===== config.mk =====
export PLATFORM = sky130hd
export DESIGN_NAME = jtag_multi_dr
export DESIGN_NICKNAME = d
export VERILOG_FILES = /design/src/rtl/jtag_multi_dr.sv
export SDC_FILE = /design/constraint.sdc
export NUM_CORES = 1
export LEC_CHECK = 0
export CAP_MARGIN = 20
export CELL_PAD_IN_SITES_DETAIL_PLACEMENT = 1
export CELL_PAD_IN_SITES_GLOBAL_PLACEMENT = 2
export CORE_ASPECT_RATIO = 1.2
export CORE_MARGIN = 2
export CORE_UTILIZATION = 19
export CTS_CLUSTER_DIAMETER = 150
export CTS_CLUSTER_SIZE = 10
export DETAILED_ROUTE_END_ITERATION = 10
export GPL_TIMING_DRIVEN = 0
export PLACE_DENSITY = 0.74
export SLEW_MARGIN = 30
export SYNTH_ARGS = -nofsm -noshare
export SYNTH_HDL_FRONTEND = slang
export SYNTH_SLANG_ARGS = --single-unit
export TNS_END_PERCENT = 10

===== constraint.sdc =====
create_clock -name clockDR -period 1.6 [get_ports clockDR]
set_clock_uncertainty 0.1 [all_clocks]
set_input_delay 0.48 -clock clockDR [delete_from_list [all_inputs] [get_ports clockDR]]
set_output_delay 0.48 -clock clockDR [all_outputs]
set_load 0.05 [all_outputs]

===== src/rtl/jtag_multi_dr.sv =====
// JTAG user data-register bank: NUM_CH capture/shift channels plus IEEE bypass bit.
// Optional even-parity check over the shifted frame when JTAG_MULTI_DR_PARITY_EN is defined.
module jtag_multi_dr #(
    parameter int NUM_CH    = 4,
    parameter int DR_W      = 32,
    parameter int CH_W      = 2,
    parameter int LSB_FIRST = 1,
    parameter int CNT_W     = 7
) (
    input  logic                   clockDR,
    input  logic                   trst_n,
    input  logic                   capture_dr,
    input  logic                   shift_dr,
    input  logic                   bypass_sel,
    input  logic [CH_W-1:0]        ch_sel,
    input  logic                   tdi,
    input  logic [NUM_CH*DR_W-1:0] cap_data,
    output logic                   tdo,
    output logic [DR_W-1:0]        dr_data,
    output logic [CNT_W-1:0]       bit_cnt,
    output logic                   frame_ok,
    output logic                   len_err
`ifdef JTAG_MULTI_DR_PARITY_EN
    ,
    output logic                   par_ok
`endif
);

    localparam logic [CH_W:0]    NUM_CH_L = (CH_W+1)'(NUM_CH);
    localparam logic [CNT_W-1:0] CNT_FULL = CNT_W'(DR_W);
    localparam logic [CNT_W-1:0] CNT_MAX  = CNT_W'(DR_W + 1);

    logic [DR_W-1:0]  sr_q, sr_d;
    logic             byp_q, byp_d;
    logic [CNT_W-1:0] cnt_q, cnt_d;
    logic             lerr_q, lerr_d;
    logic             bypass_mode;
    logic [DR_W-1:0]  cap_sel;
`ifdef JTAG_MULTI_DR_PARITY_EN
    logic             par_q, par_d;
`endif

    // Out-of-range channels fall back to bypass, so the slice mux never indexes past cap_data.
    assign bypass_mode = bypass_sel || ({1'b0, ch_sel} >= NUM_CH_L);

    always_comb begin
        cap_sel = '0;
        for (int unsigned k = 0; k < NUM_CH; k++) begin
            if (ch_sel == CH_W'(k))
                cap_sel = cap_data[k*DR_W +: DR_W];
        end
    end

    always_comb begin
        sr_d   = sr_q;
        byp_d  = byp_q;
        cnt_d  = cnt_q;
        lerr_d = lerr_q;
`ifdef JTAG_MULTI_DR_PARITY_EN
        par_d  = par_q;
`endif
        if (capture_dr) begin
            cnt_d  = '0;
            lerr_d = 1'b0;
`ifdef JTAG_MULTI_DR_PARITY_EN
            par_d  = 1'b0;
`endif
            if (bypass_mode)
                byp_d = 1'b0;
            else
                sr_d = cap_sel;
        end else if (shift_dr) begin
            if (cnt_q != CNT_MAX)
                cnt_d = cnt_q + 1'b1;
            if (cnt_q == CNT_FULL)
                lerr_d = 1'b1;
            if (bypass_mode) begin
                byp_d = tdi;
            end else begin
                if (LSB_FIRST != 0)
                    sr_d = {tdi, sr_q[DR_W-1:1]};
                else
                    sr_d = {sr_q[DR_W-2:0], tdi};
`ifdef JTAG_MULTI_DR_PARITY_EN
                par_d = par_q ^ tdi;
`endif
            end
        end
    end

    always_ff @(posedge clockDR or negedge trst_n) begin
        if (!trst_n) begin
            sr_q   <= '0;
            byp_q  <= 1'b0;
            cnt_q  <= '0;
            lerr_q <= 1'b0;
        end else begin
            sr_q   <= sr_d;
            byp_q  <= byp_d;
            cnt_q  <= cnt_d;
            lerr_q <= lerr_d;
        end
    end

`ifdef JTAG_MULTI_DR_PARITY_EN
    always_ff @(posedge clockDR or negedge trst_n) begin
        if (!trst_n)
            par_q <= 1'b0;
        else
            par_q <= par_d;
    end

    assign par_ok = frame_ok && !par_q;
`endif

    assign tdo      = bypass_mode ? byp_q : ((LSB_FIRST != 0) ? sr_q[0] : sr_q[DR_W-1]);
    assign dr_data  = sr_q;
    assign bit_cnt  = cnt_q;
    assign frame_ok = (cnt_q == CNT_FULL);
    assign len_err  = lerr_q;

endmodule

==> out/summary.txt <==
Setup WS post-layout - -0.436 ns
Overflow after GRT - 0
Max Clk Rate - 0.491 GHz
layout cell share with drive strength beyond 1 - 28.8%
Max VDD drop - 0.000421 V
I/O Buffers - 174
Seq/Total Area, Yosys - 36.5%
status - complete, but fails checks
worst endpoint required time - 1.02 ns
Post-Syn Instances - 233
drt total wl - 10300 µm
Remaining DRCs - 0
HP Class - in -> async
Yosys warnings - 0
Post-DP Area - 4800 µm²
post-DR wirelength/cell - 17.5 µm
Total Routing Usage GR - 13.3%
clk sinks - 41
clk_lat worst skew - 0.27 ns
part of the cycle the worst path needs - 127%
DRT antenna net count - 0
pin count of the biggest net entering global routing - 42
Final setup viols - 3
gpl congestion - 0.727
Worst Tran Pin Value - 0.566 ns
DR pass1 iterations - 4
RSZ-0062 raised after global routing - true
main combinational cell family by area after synthesis - multiplexers
PwrDens - 827 nW/µm²
Synth Register Bits - 41
Post-DP HPWL - 8480 µm
H-Tree Depth - 2
Net Count, Synth - 372
FILL cells - 1616
die extent in y - 137 µm
Final Cell Area - 4840 µm²
Setup TNS Final - -0.553 ns
mux cell area share after synthesis - 38.9%
row count - 48
Die Area - 15800 µm²
crit path capture type - primary output
total CTS buffers - 5
number of global-route vias before repair - 3005
simple-gate share of the synthesized area - 8.20%
CTS Hold Bufs - 0
first-pass GRT wire length - 16100 µm
CTS Root Cell - clkbuf_16
Final min period - 2.04 ns
Core Region - 14400 µm²
Avg Inst Size Synth - 12.1 µm²
fin. max-slew vios - 0
ranking of synthesized cells by area - dfrtp_1 (37%), mux4_2 (24%), mux2i_1 (12%)
Inst Count DP - 582
Final Hold Viols - 0
IO Count - 178
failing checks - setup timing
Synth Area in Compound Gates - 8.33%
area leader, netlist - dfrtp_1
Max Cap Viol - 0
Starting Density - 19.5%
startpoint types - flop
non-filler instance count after layout - 591
LEAKAGE - 2.08 nW
Mapped Area - 2810 µm²
Critical Path Fanout Max - 4
Netlist cell types - 31
Synth Area in Adders - 1.34%
Post-Synth XOR/XNOR Area - 0.624%
top-area cell type share of the netlist area - 36.5%
1st-iter DRT viols - 94
worst rel slew slack - 62.3%
initial antenna violation count - 1
crit path kind - reg -> out
Total Nets Final - 555
clk buf depth - 2
CTS tree - yes
CP arrival - 1.46 ns
clk slew on worst S/H paths - 0.06 ns
Vias - 2637
width of the chip - 115 µm
ant diodes - 0
Area growth syn-to-layout - 72.3%
routed vias/inst - 4.46
final timing paths:
kind,start,end,slack [ns],depth (start not counted)
worst max-delay path,bit_cnt[6],frame_ok,-0.44,3
worst min-delay path,trst_n,dr_data[5],0.09,1
worst max register to register,bit_cnt[6],bit_cnt[0],0.08,4
worst min register to register,len_err,len_err,0.40,2
max in group asynchronous,trst_n,bit_cnt[6],0.88,1
min in group clockDR,bypass_sel,byp_q,0.36,2
state kept, by name (all words and copies together) (netlist names):
| register | count |
|---|---|
| bit_cnt | 7 |
| byp_q | 1 |
| len_err | 1 |
| dr_data | 32 |
stage by stage:
step | setup WS [ns] | total power [W] | util [%] | hold WS (ns)
6_report | -0.436 | 0.00400 | 33.6 | 0.0911
5_1_grt | -0.482 | 0.00424 | 33.6 | 0.137
4_1_cts | -0.464 | 0.00409 | 33.1 | 0.120
3_5_place_dp | -1.04 | 0.00323 | 33.3 | 0.395
3_3_place_gp | -1.45 | 0.00320 | 33.3 | 0.385
2_1_floorplan | -0.177 | 0.00238 | - | 0.0844
layout make-up:
type	count	area [µm²]	share of cell area [%]
Buffer	20	174	3.59
Clock buffer	6	129	2.66
Clock inverter	1	5.00	0.103
Inverter	4	15.0	0.310
Multi-Input combinational cell	168	1640	33.8
Sequential cell	41	1030	21.4
Tap cell	175	219	4.53
Timing Repair Buffer	176	1630	33.6
timing repair:
| action | 4_1_cts | 5_1_grt |
|---|---|---|
| endpoints found under the setup margin | 75 | 42 |
| resized for setup | 223 | 31 |
| hold endpoints to repair | 0 | 0 |
| pin swaps | 2 | 8 |
| setup buffers | 1 | 1 |
layer usage:
layer | track usage [%] | up-vias | part of all wire [%]
met5 | 0 | - | 0.16
met4 | 2.41 | 2 | 0.42
met3 | 3.76 | 4 | 6.5
met2 | 24.5 | 94 | 54
met1 | 15.3 | 1302 | 39
li1 | - | 1235 | -
Yosys cell counts (all sizes together):
cell     instances
o21ai            2
mux4            32
dfrtp           41
and3             1
o22ai            1
inv              4
buf             20
or3              2
o21a             1
nand2            3
xor2             1
mux2i           33
nand3            1
nor4b            1
nand4            2
o2111ai          1
xnor2            1
nor2            38
ha               3
a21boi           1
o21ba            1
nand2b           2
a21oi           35
a41oi            1
mux2             3
nor2b            2
power breakdown:
part           switching (W)  leakage [nW]  total (W)  internal, W
clock network       0.000385        0.0667   0.000952     0.000567
logic                0.00100          1.56    0.00172     0.000716
registers           0.000138         0.460    0.00133      0.00120
total                0.00152          2.08    0.00400      0.00248
placed cells by master (no fill, tap or decap), drive strengths merged, types with 2 or more instances in the layout:
| cell | n |
|---|---|
| mux4 | 32 |
| a21oi | 35 |
| mux2i | 33 |
| nand2 | 3 |
| ha | 3 |
| buf | 58 |
| nor2 | 38 |
| inv | 4 |
| nand4 | 2 |
| clkdlybuf4s50 | 114 |
| nand2b | 2 |
| clkbuf | 13 |
| nor2b | 2 |
| or3 | 2 |
| mux2 | 3 |
| o21ai | 2 |
| dlymetal6s2s | 16 |
| dfrtp | 41 |
worst max-delay path, stage by stage (launching register included):
cell and delay [ns]:
dfrtp_2 0.43, nor4b_4 0.38, and3_4 0.24, buf_8 0.14
cell families (layout without fill, tap and decap cells):
kind of cell | count (synthesis) | count (layout)
simple gates | 52 | 52
buf+inv | 24 | 207
flops | 41 | 41
fa+ha+maj | 3 | 3
xor+xnor | 2 | 2
mux | 68 | 68
compound gates | 43 | 43
Power figures use the tool's default switching activity.
